### config.mk
export PLATFORM = sky130hd
export DESIGN_NAME = instr_fetch
export DESIGN_NICKNAME = d
export VERILOG_FILES = /design/src/rtl/instr_fetch.sv
export SDC_FILE = /design/constraint.sdc
export NUM_CORES = 1
export LEC_CHECK = 0
export ABC_AREA = 0
export CORE_ASPECT_RATIO = 0.5
export CORE_UTILIZATION = 25
export CTS_BUF_LIST = sky130_fd_sc_hd__clkbuf_16
export DETAILED_ROUTE_END_ITERATION = 10
export GPL_ROUTABILITY_DRIVEN = 0
export GPL_TIMING_DRIVEN = 0
export PLACE_DENSITY = 0.49
export SLEW_MARGIN = 15
export SYNTH_ARGS = -nofsm -noshare
export SYNTH_HDL_FRONTEND = slang
export SYNTH_SLANG_ARGS = --single-unit
export TNS_END_PERCENT = 5
### constraint.sdc
create_clock -name clk -period 5.8 [get_ports clk]
set_input_delay 1.16 -clock clk [delete_from_list [all_inputs] [get_ports clk]]
set_output_delay 1.16 -clock clk [all_outputs]
set_load 0.05 [all_outputs]
### src/rtl/instr_fetch.sv
// rtl/instr_fetch.sv - MIPS fetch stage: PC ownership, imem handshake, next-PC select.
// Optional FETCH_TIMEOUT_EN adds a request watchdog that traps into a sticky FAULT state.
module instr_fetch #(
  parameter logic [31:0] RESET_PC = 32'h0000_0000,
  parameter int unsigned TIMEOUT  = 255
) (
  input  logic        clk,
  input  logic        rst,
  output logic        imem_req,
  output logic [31:0] imem_addr,
  input  logic        imem_ack,
  input  logic [31:0] imem_rdata,
  input  logic        advance,
  input  logic        jump,
  input  logic        pc_src,
  output logic [31:0] instr,
  output logic        instr_valid,
  output logic [5:0]  op_code,
  output logic [5:0]  funct,
  output logic [31:0] pc,
  output logic [31:0] pc_plus4,
  output logic        fetch_err
);

  typedef enum logic [1:0] {IDLE, REQ, HOLD, FAULT} state_e;

  state_e      state_q, state_d;
  logic [31:0] pc_q, pc_d;
  logic [31:0] instr_q, instr_d;
  logic [31:0] pc_plus4_w;
  logic [31:0] br_off;
  logic [31:0] next_pc;

  if (TIMEOUT < 1 || TIMEOUT > 255 || RESET_PC[1:0] != 2'b00) begin : g_bad_cfg
    $error("instr_fetch: TIMEOUT must be 1..255 and RESET_PC word aligned");
  end

`ifdef FETCH_TIMEOUT_EN
  logic [7:0] wait_q, wait_d;
  logic       err_q, err_d;
`endif

  always_comb begin
    pc_plus4_w = pc_q + 32'd4;
    br_off     = {{14{instr_q[15]}}, instr_q[15:0], 2'b00};
    if (jump)
      next_pc = {pc_plus4_w[31:28], instr_q[25:0], 2'b00};
    else if (pc_src)
      next_pc = pc_plus4_w + br_off;
    else
      next_pc = pc_plus4_w;
  end

  always_comb begin
    state_d = state_q;
    pc_d    = pc_q;
    instr_d = instr_q;
`ifdef FETCH_TIMEOUT_EN
    wait_d  = wait_q;
    err_d   = err_q;
`endif
    case (state_q)
      IDLE: begin
        state_d = REQ;
`ifdef FETCH_TIMEOUT_EN
        wait_d  = 8'd0;
`endif
      end
      REQ: begin
        if (imem_ack) begin
          instr_d = imem_rdata;
          state_d = HOLD;
        end
`ifdef FETCH_TIMEOUT_EN
        // Counter holds the number of ack-less cycles already spent in REQ.
        else if (wait_q == 8'(TIMEOUT - 1)) begin
          state_d = FAULT;
          err_d   = 1'b1;
        end else begin
          wait_d = wait_q + 8'd1;
        end
`endif
      end
      HOLD: begin
        if (advance) begin
          pc_d    = next_pc;
          state_d = REQ;
`ifdef FETCH_TIMEOUT_EN
          wait_d  = 8'd0;
`endif
        end
      end
      FAULT:   state_d = FAULT;
      default: state_d = IDLE;
    endcase
  end

  always_ff @(posedge clk or posedge rst) begin
    if (rst) begin
      state_q <= IDLE;
      pc_q    <= RESET_PC;
      instr_q <= 32'd0;
    end else begin
      state_q <= state_d;
      pc_q    <= pc_d;
      instr_q <= instr_d;
    end
  end

`ifdef FETCH_TIMEOUT_EN
  always_ff @(posedge clk or posedge rst) begin
    if (rst) begin
      wait_q <= 8'd0;
      err_q  <= 1'b0;
    end else begin
      wait_q <= wait_d;
      err_q  <= err_d;
    end
  end

  assign fetch_err = err_q;
`else
  assign fetch_err = 1'b0;
`endif

  assign imem_req    = (state_q == REQ);
  assign imem_addr   = pc_q;
  assign instr_valid = (state_q == HOLD);
  assign instr       = instr_q;
  assign op_code     = instr_q[31:26];
  assign funct       = instr_q[5:0];
  assign pc          = pc_q;
  assign pc_plus4    = pc_plus4_w;

endmodule

## Yosys cells after proc, flatten, opt, wreduce, memory -nomap -nowiden

Cells that the tools add are included.

| storage, ports and cells | value |
|---|---|
| bits in registers | 66 |
| latch bits | 0 |
| RAM bits | 0 |
| bits in read-only memories | 0 |
| input bits | 38 |
| word-level logic and storage cells | 19 |
| memories kept | 0 |

| cells by class | value |
|---|---|
| $add $sub $neg | 2 |
| multipliers | 0 |
| div/mod/pow operators | 0 |
| magnitude comparators | 0 |
| eq/ne operators | 5 |
| shift operators | 0 |
| mux-type cells | 5 |
| bitwise gates (word level) | 0 |
| reductions and logical operators | 4 |

Operator list:

| cell | number |
|---|---|
| 32-bit 2-to-1 mux | 2 |
| 32-bit by 3-bit adder with 32-bit output (second input constant) | 1 |
| 32-bit adder | 1 |
| 2-bit one-hot mux with 4 select lines | 1 |
| 2-bit AND reduction | 3 |
| 2-bit equality test (second input constant) | 2 |
| 2-bit 2-to-1 mux | 2 |
| 2-bit by 1-bit equality test with 1-bit output (second input constant) | 1 |
| 2-bit logical NOT | 1 |
| 2-bit by 1-bit inequality test with 1-bit output (second input constant) | 1 |
| 2-bit inequality test (second input constant) | 1 |

## Depth between registers and ports, before layout

Gate-level depths: netlist (run 1).

| logic depth | value |
|---|---|
| depth after elaboration | 4 |
| mapped depth | 17 |

## Worst setup path before layout (run 1)

No wires, ideal clock.

| timing path | value |
|---|---|
| path kind | register -> register |
| from | register pc_q[11], in the netlist imem_addr[11] |
| to | register pc_q[30], in the netlist imem_addr[30] |
| setup time | 0.130 ns |
| arrival time | 4.846 ns |
| data required time | 5.670 ns |
| slack | 0.824 ns |
| cell stages (with the launch flop) | 15 |
| path buffers | 2 |
| period minus slack after synthesis | 4.976 ns |
| cells stage by stage | dfrtp_1 > nand4_1 > or2_1 > or3_1 > buf_2 > nor2_4 > nand3_1 > xnor2_1 > ha_1 > clkdlybuf4s50_2 > and2b_2 > nor4_1 > o31ai_4 > mux2i_1 > o22ai_1 |

| on the way | value |
|---|---|
| word-level cells in the longest chain between the ends | 4 |

Ends and longest elaborated chain:

| what | line | RTL |
|---|---|---|
| start, declared | 28 | `logic [31:0] pc_q, pc_d;` |
| start signal, assigned | 105 | `pc_q <= pc_d;` |
| 32-bit by 3-bit adder with 32-bit output | 44 | `pc_plus4_w = pc_q + 32'd4;` |
| via pc_plus4[28] | 21 | `output logic [31:0] pc_plus4,` |
| 32-bit adder | 49 | `next_pc = pc_plus4_w + br_off;` |
| 32-bit 2-to-1 mux | 48 | `else if (pc_src)` |
| 32-bit 2-to-1 mux | 46 | `if (jump)` |

The timed path passes the listed nets, and every way through them passes these cells.
A chain may end at the register's enable or synchronous reset.

## Worst setup path in the final report (run 1)

| timing path | value |
|---|---|
| from | register pc_q[2], in the netlist imem_addr[2] |
| to | output pc_plus4[30] |

| on the way | value |
|---|---|
| word-level cells in the longest chain between the ends | 1 |

Ends and longest elaborated chain:

| what | line |
|---|---|
| 32-bit by 3-bit adder with 32-bit output | 44 |
| end, declared | 21 |

Every way passes these cells.

==> metrics.yaml, run 1 <==
logic_synthesis:
  synth.distinct_cells: 75
  synth_area_leader_cell: "dfrtp_1"
  netlist_instances: 639
  synth_area_leaders: "dfrtp_1 29%, ha_1 8.1%, buf_4 6.6%"
  avgSynthCellArea_sq_um: 8.70
  ys_seq_area_share_pct: 28.8
  synth_edf_count: 0
  async_flop_share_pct: 100
  ys_ff_latch: 64
  synth-main-ff-cell: "dfrtp_1"
  synth_top_area_share_pct: 28.8
  netlist_area_sq_um: 5560
  ys_warn_count: 0
routing:
  drt_iter0_markers: 399
  ant_nets: 0
  wl_per_cell_um: 18.0
  wl_um: 20300
  drc: 0
  first_pass_iters: 5
  viasPerCell: 4.83
  vias: 5459
run_status:
  status: "complete, no violations"
clock_network:
  postCtsSetupBuffers: 0
  cts-root-buf: "clkbuf_16"
  cts_tree: "built"
  cts_buffer_depth: 2
  htree_num_levels: 3
  ctsHoldBuffers: 0
  cts.sinks: 64
  cts_buffers: 9
  clk_latency_ns: 0.35
  cts.repair.resized: 0
  clk_pin_slew_ns: 0.05
worst_setup_path:
  crit_slowest_cell: "clkdlybuf4s50_1"
  crit_path_end_kind: "primary output"
  cp.required_ns: 4.64
  critPathArrivalTime_ns: 3.82
  crit_buf_inv: 2
  worstSetupPathType: "register to primary output"
  cp-start-kind: "register"
  crit_path_max_fanout: 8
  critPathTopFamily: "simple AND/OR/NAND/NOR gates"
  critPathMaxStageDelay_ns: 0.86
  crit_chain: "ha_1 -> nand4_1 -> or3_1 -> buf_2 -> nor2_4 -> nand3_1 -> nor2_1 -> xor2_1 -> clkdlybuf4s50_1"
run:
  drv_cap: 0
finish:
  syn_to_final_growth_pct: 43.0
  diodes: 0
  fin_nets: 904
  fill_cells: 2285
  drive_gt1_share_pct: 15.2
sta:
  holdWs_ns: 0.527
  fmax_mhz: 201
  rsz0062_at_grt: "false"
  tightest_slew_ns: 0.968
  finalClockSkew_ns: 0.0105
  finalSetupViolCount: 0
  period_share_pct: 85.9
  fin_crit_ns: 4.98
  setup_tns_ns: 0
  maxSlewViolCount: 0
  hold_viol_final: 0
  slew_headroom_pct: 35.5
global_route:
  grt_pass1_vias: 5211
  gr-total-overflow: 0
  grt_util_all_layers_pct: 18.0
  grt_pass1_wl_um: 30900
  grt_max_degree: 54
  antenna_found_initial: 0
floorplanning:
  coreArea_sq_um: 21700
  num_rows: 38
  dieArea_sq_um: 22900
  ios: 181
  initial_utilization_pct: 25.6
  die_w_um: 213
  die_h_um: 107
placed_design:
  place_hpwl_um: 15900
  port_buffers: 172
worst_hold_path:
  hp-class: "register to register"
## flip-flops by register name, indices dropped and copies added, names as in the netlist
register   count
imem_addr     30
instr         32
state_q        2
## cells by family (layout without fill, tap and decap cells)
kind of cell / count (synthesis) / in the layout / synth area share, %
buf+inv: 99 / 285 / 11.1
mux: 35 / 35 / 7.02
fa+ha+maj: 37 / 37 / 8.46
other cells: 1 / 7 / 0.0674
xor+xnor: 51 / 51 / 8.17
compound gates: 174 / 174 / 20.6
simple gates: 178 / 178 / 15.8
flops: 64 / 64 / 28.8
## worst paths after layout
path | slack (ns) | start | depth (start not counted) | to
max | 0.82 | imem_addr[2] | 9 | pc_plus4[30]
min | 0.53 | instr[18] | 1 | instr[18]
max reg2reg | 1.28 | imem_addr[2] | 15 | imem_addr[30]
min reg2reg | 0.53 | instr[18] | 1 | instr[18]
max in group asynchronous | 4.18 | rst | 3 | imem_addr[27]
min in group asynchronous | 1.09 | rst | 2 | imem_addr[9]
## cell usage in the layout (no fill, tap or decap), types with 5 or more instances in the layout
cell type,Yosys,routed
nand2_1,50,50
clkbuf_1,13,13
a221oi_1,5,5
inv_1,21,22
o211ai_1,6,6
clkdlybuf4s50_1,0,172
nor3_1,10,10
nand4_1,11,11
mux2_2,32,32
nor2_1,47,47
a31oi_1,6,6
or3_1,5,5
conb_1,1,7
buf_1,5,5
dfrtp_1,64,64
ha_1,36,36
and3_1,6,6
xor2_1,21,21
o22ai_1,12,12
buf_4,49,49
nand3_1,23,23
a211oi_1,7,7
xnor2_1,29,29
o21ai_0,35,35
clkbuf_16,0,9
a21oi_1,60,60
## stage by stage
| step | util (%) | instances | setup WS [ns] | cell area (sq um) |
|---|---|---|---|---|
| after global routing | 36.6 | 1131 | 0.597 | 7950 |
| after detailed placement | 35.5 | 1118 | 1.19 | 7710 |
| after CTS | 36.6 | 1131 | 0.799 | 7950 |
| after floorplan | - | 645 | 0.824 | 5580 |
| after global placement | 35.3 | 1117 | 1.21 | 7680 |
| final | 36.6 | 1131 | 0.816 | 7950 |
## metal layers
metal / routed length [um] / part of all wire [%] / GRT usage [%]
met5: 0 / 0 / 0
met4: 225 / 1.1 / 3.91
met3: 892 / 4.4 / 3.44
met2: 9490 / 47 / 29.0
met1: 9740 / 48 / 24.8
## area by class of cell
class	count	area [sq um]	share of cell area [%]
buffer	78	539	6.78
clock buffer	9	225	2.83
clock inverter	4	17.5	0.220
inverter	21	81.3	1.02
multi-input combinational	482	3360	42.3
sequential	64	1600	20.1
tap	300	375	4.72
timing repair buffer	173	1750	22.0
## cell usage after synthesis (2+ instances only)
cell / number
a211oi_1: 7
a21o_1: 4
a21o_2: 3
a21oi_1: 60
a221oi_1: 5
a311oi_1: 2
a31oi_1: 6
a41oi_1: 2
and2_1: 4
and3_1: 6
and4_1: 3
buf_1: 5
buf_2: 4
buf_4: 49
buf_6: 4
clkbuf_1: 13
clkbuf_8: 2
dfrtp_1: 64
ha_1: 36
inv_1: 21
mux2_2: 32
mux2i_1: 3
nand2_1: 50
nand3_1: 23
nand3b_1: 3
nand4_1: 11
nor2_1: 47
nor2b_1: 2
nor3_1: 10
nor4_1: 3
o211ai_1: 6
o21ai_0: 35
o21ai_1: 3
o21bai_1: 4
o22ai_1: 12
o31a_1: 2
o31ai_1: 2
or2_1: 2
or3_1: 5
xnor2_1: 29
xor2_1: 21
Power of run 1 is not shown: default switching activity piles up to over one toggle a cycle in this logic, so the estimate is an artifact.
==> inputs of run 2 (changes only) <==
--- a/config.mk
+++ b/config.mk
@@ -7,13 +7,13 @@
 export LEC_CHECK = 0
 export ABC_AREA = 0
 export CORE_ASPECT_RATIO = 0.5
+export CORE_MARGIN = 2
 export CORE_UTILIZATION = 25
 export CTS_BUF_LIST = sky130_fd_sc_hd__clkbuf_16
 export DETAILED_ROUTE_END_ITERATION = 10
 export GPL_ROUTABILITY_DRIVEN = 0
 export GPL_TIMING_DRIVEN = 0
 export PLACE_DENSITY = 0.49
-export SLEW_MARGIN = 15
 export SYNTH_ARGS = -nofsm -noshare
 export SYNTH_HDL_FRONTEND = slang
 export SYNTH_SLANG_ARGS = --single-unit
==> run 2 against run 1 <==
  * Sequential cell count did not move
  * Register-to-register slack better by 0.11 ns
  * Maximum frequency is 2.1% higher
  * Core utilization barely moved
  * Die area up 2.8%
  * Final area about the same
  * Worst setup slack improved by 0.10 ns
  * Critical path depth did not move
  * First-iteration DRC count is 17% lower
  * Global-route usage is 1.2 points lower
==> metrics.yaml, run 2 (synthesis results as in run 1) <==
finish:
  fill_cells: 2277  # was 2285
  fin_nets: 904  # unchanged
  diodes: 0  # unchanged
  finalNonFillerCells: 1132  # was 1131
  syn_to_final_growth_pct: 43.0  # about the same
  final-seq-area_sq_um: 1600  # unchanged
  mostFrequentLayoutCell: "clkdlybuf4s50_1"  # unchanged
  drive_gt1_share_pct: 14.9  # was 15.2%
  multi_input_area_sq_um: 3360  # unchanged
  largest_reg_flops: 32  # unchanged
  final_cell_mix: "172 x clkdlybuf4s50_1, 64 x dfrtp_1, 60 x a21oi_1"  # unchanged
sta:
  maxSlewViolCount: 0  # unchanged
  fmax_mhz: 205  # was 201 MHz
  fin_crit_ns: 4.88  # was 4.98 ns
  tightest_slew_ns: 0.946  # was 0.968 ns
  finalClockSkew_ns: 0.0105  # about the same
  slew_headroom_pct: 36.9  # was 35.5%
  finalSetupViolCount: 0  # unchanged
  rsz0062_at_grt: "false"  # unchanged
  period_share_pct: 84.2  # was 85.9%
  hold_viol_final: 0  # unchanged
  setup_tns_ns: 0  # unchanged
worst_setup_path:
  crit_path_end: "pc_plus4[30]"  # unchanged
  r2r_slack_ns: 1.39  # was 1.28 ns
  rr_worst_depth: 15  # unchanged
  startpoint: "imem_addr[3]"  # was imem_addr[2]
  cp.required_ns: 4.64  # about the same
  critPathArrivalTime_ns: 3.72  # was 3.82 ns
  crit_path_end_kind: "primary output"  # unchanged
  regToRegEndpoint: "imem_addr[30]"  # unchanged
  cp-start-kind: "register"  # unchanged
  worstSetupPathType: "register to primary output"  # unchanged
  worstReg2RegStart: "imem_addr[3]"  # was imem_addr[2]
  crit_path_max_fanout: 8  # unchanged
global_route:
  grt_max_degree: 62  # was 54
  grt_pass1_wl_um: 30200  # was 30900 um
  gr-total-overflow: 0  # unchanged
  grt_util_all_layers_pct: 16.8  # was 18.0%
  grt_pass1_vias: 5164  # was 5211
  antenna_found_initial: 0  # unchanged
clock_network:
  postCtsSetupBuffers: 0  # unchanged
  htree_num_levels: 3  # unchanged
  cts.sinks: 64  # unchanged
  cts_buffers: 9  # unchanged
  cts_buffer_depth: 2  # unchanged
  clk_latency_ns: 0.35  # about the same
  clk_pin_slew_ns: 0.05  # about the same
  cts.repair.resized: 0  # unchanged
  cts_tree: "built"  # unchanged
  cts-root-buf: "clkbuf_16"  # unchanged
  ctsHoldBuffers: 0  # unchanged
floorplanning:
  ios: 181  # unchanged
  dieArea_sq_um: 23500  # was 22900 sq um
  coreArea_sq_um: 21700  # unchanged
  initial_utilization_pct: 25.6  # unchanged
  die_h_um: 109  # was 107 um
  num_rows: 38  # unchanged
  die_w_um: 215  # was 213 um
routing:
  vias: 5498  # was 5459
  first_pass_iters: 4  # was 5
  viasPerCell: 4.86  # was 4.83
  drc: 0  # unchanged
  wl_um: 20300  # about the same
  wl_per_cell_um: 17.9  # was 18.0 um
  drt_iter0_markers: 332  # was 399
  ant_nets: 0  # unchanged
placed_design:
  port_buffers: 172  # unchanged
  place_hpwl_um: 15900  # about the same
  place_inst: 1118  # unchanged
run:
  drv_cap: 0  # unchanged
run_status:
  status: "complete, no violations"  # unchanged
worst_hold_path:
  hp-class: "register to register"  # unchanged
-- run 2: cell count changes in the layout (fill, tap and decap cells not counted), sizes merged --
cell | before | now
clkinv | 2 | 3
-- run 2: critical path, stage by stage, from the launching register on --
cell and delay [ns]:
dfrtp_1 0.44, ha_1 0.30, nand4_1 0.32, or3_1 0.45
buf_2 0.19, nor2_4 0.22, nand3_1 0.20, nor2_1 0.17
xor2_1 0.23, clkdlybuf4s50_1 0.84
-- run 2: worst min-delay path by stage --
stage,start,end,slack [ns],cells past startpoint
5_1_grt,instr[18],instr[18],0.55,1
6_report,instr[18],instr[18],0.52,1
2_1_floorplan,state_q[1],state_q[1],0.50,2
3_5_place_dp,instr[18],instr[18],0.51,1
4_1_cts,instr[18],instr[18],0.53,1
3_3_place_gp,instr[18],instr[18],0.51,1
-- run 2: layout make-up --
cell class | instances | area share (%)
repair buffers | 173 | 22.0
clock buffers | 9 | 2.83
inverters | 21 | 1.02
flip-flops and latches | 64 | 20.1
multi-input cells | 482 | 42.3
clock inverters | 5 | 0.236
well taps | 300 | 4.72
plain buffers | 78 | 6.78
-- run 2: layer usage --
metal | vias to the layer above | share of wire (%) | GRT usage [%]
li1 | 2637 | - | -
met1 | 2685 | 46 | 22.5
met2 | 158 | 47 | 27.7
met3 | 18 | 4.8 | 3.54
met4 | 0 | 1.6 | 4.66
met5 | - | 0 | 0
-- run 2: per-stage QoR --
stage	cell area [sq um]	setup slack [ns]	util, %	hold slack [ns]
after floorplan	5580	0.824	-	0.499
after global placement	7680	1.23	35.3	0.512
after detailed placement	7710	1.24	35.5	0.513
after CTS	7950	0.855	36.6	0.525
after global routing	7950	0.720	36.6	0.548
final	7950	0.917	36.6	0.524
Power of run 2 is left out for the same reason.
==> inputs of run 3 (changes only) <==
--- a/config.mk
+++ b/config.mk
@@ -13,7 +13,7 @@
 export DETAILED_ROUTE_END_ITERATION = 10
 export GPL_ROUTABILITY_DRIVEN = 0
 export GPL_TIMING_DRIVEN = 0
-export PLACE_DENSITY = 0.49
+export PLACE_DENSITY = 0.5
 export SYNTH_ARGS = -nofsm -noshare
 export SYNTH_HDL_FRONTEND = slang
 export SYNTH_SLANG_ARGS = --single-unit
==> constraint.sdc (replaced) <==
create_clock -name clk -period 3.9 [get_ports clk]
set_input_delay 0.78 -clock clk [delete_from_list [all_inputs] [get_ports clk]]
set_output_delay 0.78 -clock clk [all_outputs]
set_load 0.05 [all_outputs]
==> run 3 against run 2 <==
  * Die area is the same
  * First-iteration DRC count grew 6.9%
  * Non-clock buffer count grew 21
  * Register-to-register slack lost 1.3 ns
  * Core utilization grew 2.8 points
  * Clock skew is essentially flat
  * Routed wire length grew 2.8%
  * Critical path type is now register to register
  * Critical endpoint is now imem_addr[31]
==> metrics.yaml, run 3 (synthesis results as in run 1) <==
run_status:
  status: "complete, no violations"  # unchanged
routing:
  viasPerCell: 4.83  # was 4.86
  first_pass_iters: 5  # was 4
  wl_per_cell_um: 18.0  # was 17.9 um
  vias: 5580  # was 5498
  drc: 0  # unchanged
  drt_iter0_markers: 355  # was 332
  ant_nets: 0  # unchanged
  wl_um: 20800  # was 20300 um
sta:
  slew_headroom_pct: 27.8  # was 36.9%
  hold_viol_final: 0  # unchanged
  period_share_pct: 97.6
  maxSlewViolCount: 0  # unchanged
  fin_crit_ns: 3.81
  fmax_mhz: 263
  finalClockSkew_ns: 0.0109  # was 0.0105 ns
  tightest_slew_ns: 1.08  # was 0.946 ns
  finalSetupViolCount: 0  # unchanged
  rsz0062_at_grt: "true"  # was false
worst_setup_path:
  regToRegEndpoint: "imem_addr[31]"  # was imem_addr[30]
  cp.depth: 17  # was 9
  crit_path_end: "imem_addr[31]"  # was pc_plus4[30]
  crit_path_max_fanout: 7  # was 8
  crit_slowest_cell: "dfrtp_2"  # was clkdlybuf4s50_1
  cp.required_ns: 4.12  # was 4.64 ns
  crit_buf_inv: 2  # unchanged
  critPathArrivalTime_ns: 4.02  # was 3.72 ns
  crit_chain: "nand4_1 -> or2_4 -> or3_1 -> clkbuf_4 -> nor2_4 -> nand4_1 -> buf_4 -> xnor2_4 -> ha_4 -> a21oi_4 -> o21a_1 -> nor2_1 -> a211oi_1 -> o21ai_1 -> a31oi_2 -> xnor2_1 -> a21oi_1"  # was ha_1 -> nand4_1 -> or3_1 -> buf_2 -> nor2_4 -> nand3_1 -> nor2_1 -> xor2_1 -> clkdlybuf4s50_1
  critPathTopFamily: "simple AND/OR/NAND/NOR gates"  # unchanged
  rr_worst_depth: 17  # was 15
  worstReg2RegStart: "imem_addr[13]"  # was imem_addr[3]
  worstSetupPathType: "register to register"  # was register to primary output
  critPathMaxStageDelay_ns: 0.38  # was 0.84 ns
  r2r_slack_ns: 0.09  # was 1.39 ns
  crit_path_end_kind: "register"  # was primary output
  cp-start-kind: "register"  # unchanged
  startpoint: "imem_addr[13]"  # was imem_addr[3]
  cp_common_cell: "nand4_1"
floorplanning:
  die_h_um: 109  # unchanged
  coreArea_sq_um: 21700  # unchanged
  ios: 181  # unchanged
  dieArea_sq_um: 23500  # unchanged
  die_w_um: 215  # unchanged
  initial_utilization_pct: 25.6  # unchanged
  num_rows: 38  # unchanged
worst_hold_path:
  holdCritStartpoint: "imem_addr[14]"  # was instr[18]
  hp-class: "register to register"  # unchanged
clock_network:
  clk_pin_slew_ns: 0.06  # was 0.05 ns
  htree_num_levels: 3  # unchanged
  clk_latency_ns: 0.35  # about the same
  cts-root-buf: "clkbuf_16"  # unchanged
  cts.sinks: 64  # unchanged
  ctsHoldBuffers: 0  # unchanged
  cts_tree: "built"  # unchanged
  cts_buffers: 9  # unchanged
  cts_buffer_depth: 2  # unchanged
global_route:
  grt_pass1_wl_um: 31400  # was 30200 um
  grt_pass1_vias: 5344  # was 5164
  gr-total-overflow: 0  # unchanged
  antenna_found_initial: 0  # unchanged
  grt_max_degree: 44  # was 62
  grt_util_all_layers_pct: 17.4  # was 16.8%
finish:
  mostFrequentLayoutCell: "clkdlybuf4s50_1"  # unchanged
  final_cell_mix: "158 x clkdlybuf4s50_1, 72 x buf_4, 53 x a21oi_1"  # was 172 x clkdlybuf4s50_1, 64 x dfrtp_1, 60 x a21oi_1
  syn_to_final_growth_pct: 54.1  # was 43.0%
  fin_nets: 925  # was 904
  fin_area_sq_um: 8570  # was 7950 sq um
  drive_gt1_share_pct: 25.7  # was 14.9%
  largest_reg_flops: 32  # unchanged
  diodes: 0  # unchanged
placed_design:
  place_area_sq_um: 8000  # was 7710 sq um
  place_hpwl_um: 16200  # was 15900 um
  port_buffers: 172  # unchanged
run:
  drv_cap: 0  # unchanged
run 3: changes by cell type in the layout (fill, tap and decap cells not counted), moves of 8 or more:
cell,delta
buf_4,+23
clkdlybuf4s50_1,-14
dfrtp_1,-15
dfrtp_2,+15
dlygate4sd2_1,+10
ha_1,-9
xnor2_1,-12
xor2_1,-8
run 3: worst register-to-register path, cell delays in order, from the launching register on:
cell	delay (ns)
dfrtp_2	0.38
nand4_1	0.22
or2_4	0.32
or3_1	0.30
clkbuf_4	0.20
nor2_4	0.24
nand4_1	0.14
buf_4	0.20
xnor2_4	0.20
ha_4	0.26
a21oi_4	0.17
o21a_1	0.18
nor2_1	0.06
a211oi_1	0.24
o21ai_1	0.12
a31oi_2	0.18
xnor2_1	0.14
a21oi_1	0.08
run 3: cell type report:
cell class | instances | area [sq um]
Buffer | 77 | 533
Clock buffer | 9 | 225
Clock inverter | 7 | 32.5
Fill cell | 2207 | 13200
Inverter | 21 | 81.3
Multi-Input combinational cell | 482 | 3810
Sequential cell | 64 | 1620
Tap cell | 300 | 375
Timing Repair Buffer | 195 | 1890
run 3: stage by stage:
stage	setup slack [ns]	util (%)	hold WS (ns)	std cells	setup TNS (ns)
after detailed placement	-0.245	36.8	0.522	1118	-0.910
final	0.0928	39.4	0.510	1155	0
after global placement	-0.299	36.7	0.516	1117	-6.96
after floorplan	-0.0830	-	0.499	645	-0.242
after global routing	-0.104	39.4	0.560	1155	-0.162
after CTS	-0.142	38.1	0.534	1135	-0.398
run 3: routing by layer:
metal | GRT usage, % | vias up | part of all wire [%]
li1 | - | 2679 | -
met1 | 23.9 | 2731 | 47
met2 | 28.4 | 153 | 47
met3 | 3.85 | 17 | 5.4
met4 | 3.27 | 0 | 0.91
met5 | 0 | - | 0
run 3: worst min-delay path by stage:
| stage | slack (ns) | cells after the start | to |
|---|---|---|---|
| 2_1_floorplan | 0.50 | 2 | state_q[1] |
| 3_3_place_gp | 0.52 | 1 | instr[31] |
| 3_5_place_dp | 0.52 | 1 | instr[31] |
| 4_1_cts | 0.53 | 1 | instr[31] |
| 5_1_grt | 0.56 | 2 | imem_addr[14] |
| 6_report | 0.51 | 2 | imem_addr[14] |
run 3: timing repair:
item,CTS,global route
gates resized for setup,32,39
pin swaps,1,15
buffers inserted,1,21
setup endpoints to repair,20,22
Power of run 3 is left out for the same reason.
==> RTL edit: new RTL, config.mk and constraints of run 2 <==
Take the reset off `instr_q` and load it in a clocked block of its own.
--- a/src/rtl/instr_fetch.sv
+++ b/src/rtl/instr_fetch.sv
@@ -99,12 +99,14 @@
     if (rst) begin
       state_q <= IDLE;
       pc_q    <= RESET_PC;
-      instr_q <= 32'd0;
     end else begin
       state_q <= state_d;
       pc_q    <= pc_d;
-      instr_q <= instr_d;
     end
+  end
+
+  always_ff @(posedge clk) begin
+    instr_q <= instr_d;
   end
 
 `ifdef FETCH_TIMEOUT_EN
Formal check against the unedited RTL: differs if rst is asserted again (counterexample within 4 cycles, from zero or initial values and one cycle with rst high); with rst held inactive, the same outputs for 10 cycles.
==> RTL edit against run 2 <==
Final area shrank 3.4%; sequential share of layout area grew 2.8 points; routed wire length down 1.9%; maximum frequency fell by 2.2%; setup slack worse by 0.11 ns; sequential cell count did not move; synthesized area shrank 3.8%; utilization increased by 0.44 points; non-clock buffer count decreased by 8; largest cell class unchanged.
==> RTL edit: results (changes against run 2) <==
| Metric | Value |
|---|---|
| H-Tree Depth | 3 (unchanged) |
| Global-route wire length before repair | 30.09 mm (-0.44%) |
| Leak | around 3.1 nW |
| Port Buffers | 171 (-0.58%) |
| Critical-path top delay cell | clkdlybuf4s50_1 |
| Routed WL | 19.86 mm (-1.9%) |
| Post-DP Area | 0.007430 mm2 (-3.6%) |
| Fmax | 0.2004 GHz (-2.2%) |
| Post-CTS setup buffers | 0 (unchanged) |
| Largest net degree at the start of global routing | 34 (-45%) |
| DR vias/cell | 4.893 (+0.75%) |
| Synthesis Warnings | 0 (unchanged) |
| Sequential share of the synthesized area | 32.94% (+4.1 points) |
| Critical path data arrival time | 3.83 ns (+0.11 ns) |
| Layout cells sized above 1 | 10.95% (-4.0 points) |
| Synth unique cells | 70 (-6.7%) |
| Post-synth top cells | nand2_1, o21ai_0, buf_4 |
| Fin nets | 875 (-3.2%) |
| CTS root buf | clkbuf_16 |
| Clock Path Buffers | 2 (unchanged) |
| Dpl cells | 1062 (-5.0%) |
| Worst hold-check path type | reg2reg |
| Wire per inst | 18.44 um (+3.1%) |
| Crit path largest cell delay | 0.90 ns (+0.06 ns) |
| Pre-CTS WS | 1.168 ns (-0.07001 ns) |
| Skew-Pair Late Insertion Delay | 0.35 ns (about the same) |
| Tot GR Track Use | 17.58% (+0.75 points) |
| Number of flops mapped to enable cells by yosys | 32 (+32) |
| Clock slew at reported path FFs | ~0.060 ns |
| Initial antenna violation count | 0 (unchanged) |
| Hpwl dp | 15.22 mm (-4.5%) |
| Status | complete, no violations |
| Iteration-0 DRC count of the detailed router | 476 (+43%) |
| Worst-path fanout max | 8 (unchanged) |
| Drt pass-1 iters | 5 (+1) |
| Setup Skew | 0.009199 ns (-0.001332 ns) |
| Slew @ Worst Pin | 1.006 ns (+0.05945 ns) |
| Diode count | 0 (unchanged) |
| Total CTS buffers | 9 (unchanged) |
| Post-synth top flop | edfxtp_1 |
| Peak VDD IR | ~210 uV |
| Vias in the first global route | 5070 (-1.8%) |
| Post-synth ARST share | 50.00% (-50 points) |
| Synth top area cells | edfxtp_1, dfrtp_1, ha_1 |
| Cts repair resizes | 0 (unchanged) |
| Synth Area per Inst | 8.738 um2 (+0.42%) |
| Max reg flops | 32 (unchanged) |
[RTL edit: worst max-delay path: cells and delay by family (launching register included)]
| family | cells | cell delay [ns] |
|---|---|---|
| DFF | 1 | 0.51 |
| xor gates and xnor gates | 1 | 0.33 |
| and+or+nand+nor | 4 | 1.74 |
| buffers and inverters | 1 | 0.90 |
[RTL edit: cell families (layout without fill, tap and decap cells)]
group | Yosys count | count (layout) | synth area share (%)
other | 1 | 7 | 0.07012
xor gates and xnor gates | 51 | 51 | 8.353
adders and majority gates | 37 | 37 | 8.797
buffers and inverters | 93 | 279 | 10.04
DFF | 64 | 64 | 32.94
muxes | 5 | 5 | 0.9593
and+or+nand+nor | 187 | 187 | 17.67
AOI/OAI and AO/OA | 174 | 174 | 21.17
[RTL edit: per-layer routing]
layer	share of wire (%)	global-route usage, %	routed length (um)	vias up
met1	49	25.24	9671	2549
met4	1.2	4.678	237	0
met5	0	0	0	-
li1	-	-	-	2536
met3	5.5	3.326	1098	17
met2	45	26.92	8855	168
[RTL edit: area by class of cell]
| type | count | area (um2) |
|---|---|---|
| clock inverters | 6 | 28.78 |
| fillers | 2145 | 13060 |
| multi-input cells | 461 | 3078 |
| flip-flops and latches | 64 | 1762 |
| well taps | 273 | 341.6 |
| inverters | 21 | 78.83 |
| clock buffers | 9 | 225.2 |
| plain buffers | 72 | 457.9 |
| repair buffers | 171 | 1712 |
[RTL edit: final timing paths]
check                                           from                         to  slack (ns)  cells after the start
max reg2reg                 imem_addr[5]$_DFFE_PP0P_  imem_addr[28]$_DFFE_PP0P_        1.11                     12
max                         imem_addr[5]$_DFFE_PP0P_               pc_plus4[27]        0.81                      6
min                        imem_addr[22]$_DFFE_PP0P_  imem_addr[22]$_DFFE_PP0P_        0.57                      2
min in group asynchronous                        rst  imem_addr[12]$_DFFE_PP0P_        1.31                      2
min reg2reg                imem_addr[22]$_DFFE_PP0P_  imem_addr[22]$_DFFE_PP0P_        0.57                      2
max in group asynchronous                        rst  imem_addr[28]$_DFFE_PP0P_        3.96                      2
[RTL edit: report_power, final]
group	total, mW	internal, mW	switching [mW]
sequential	0.743	0.565	0.178
combinational	2.94	1.06	1.88
clock	0.497	0.281	0.217
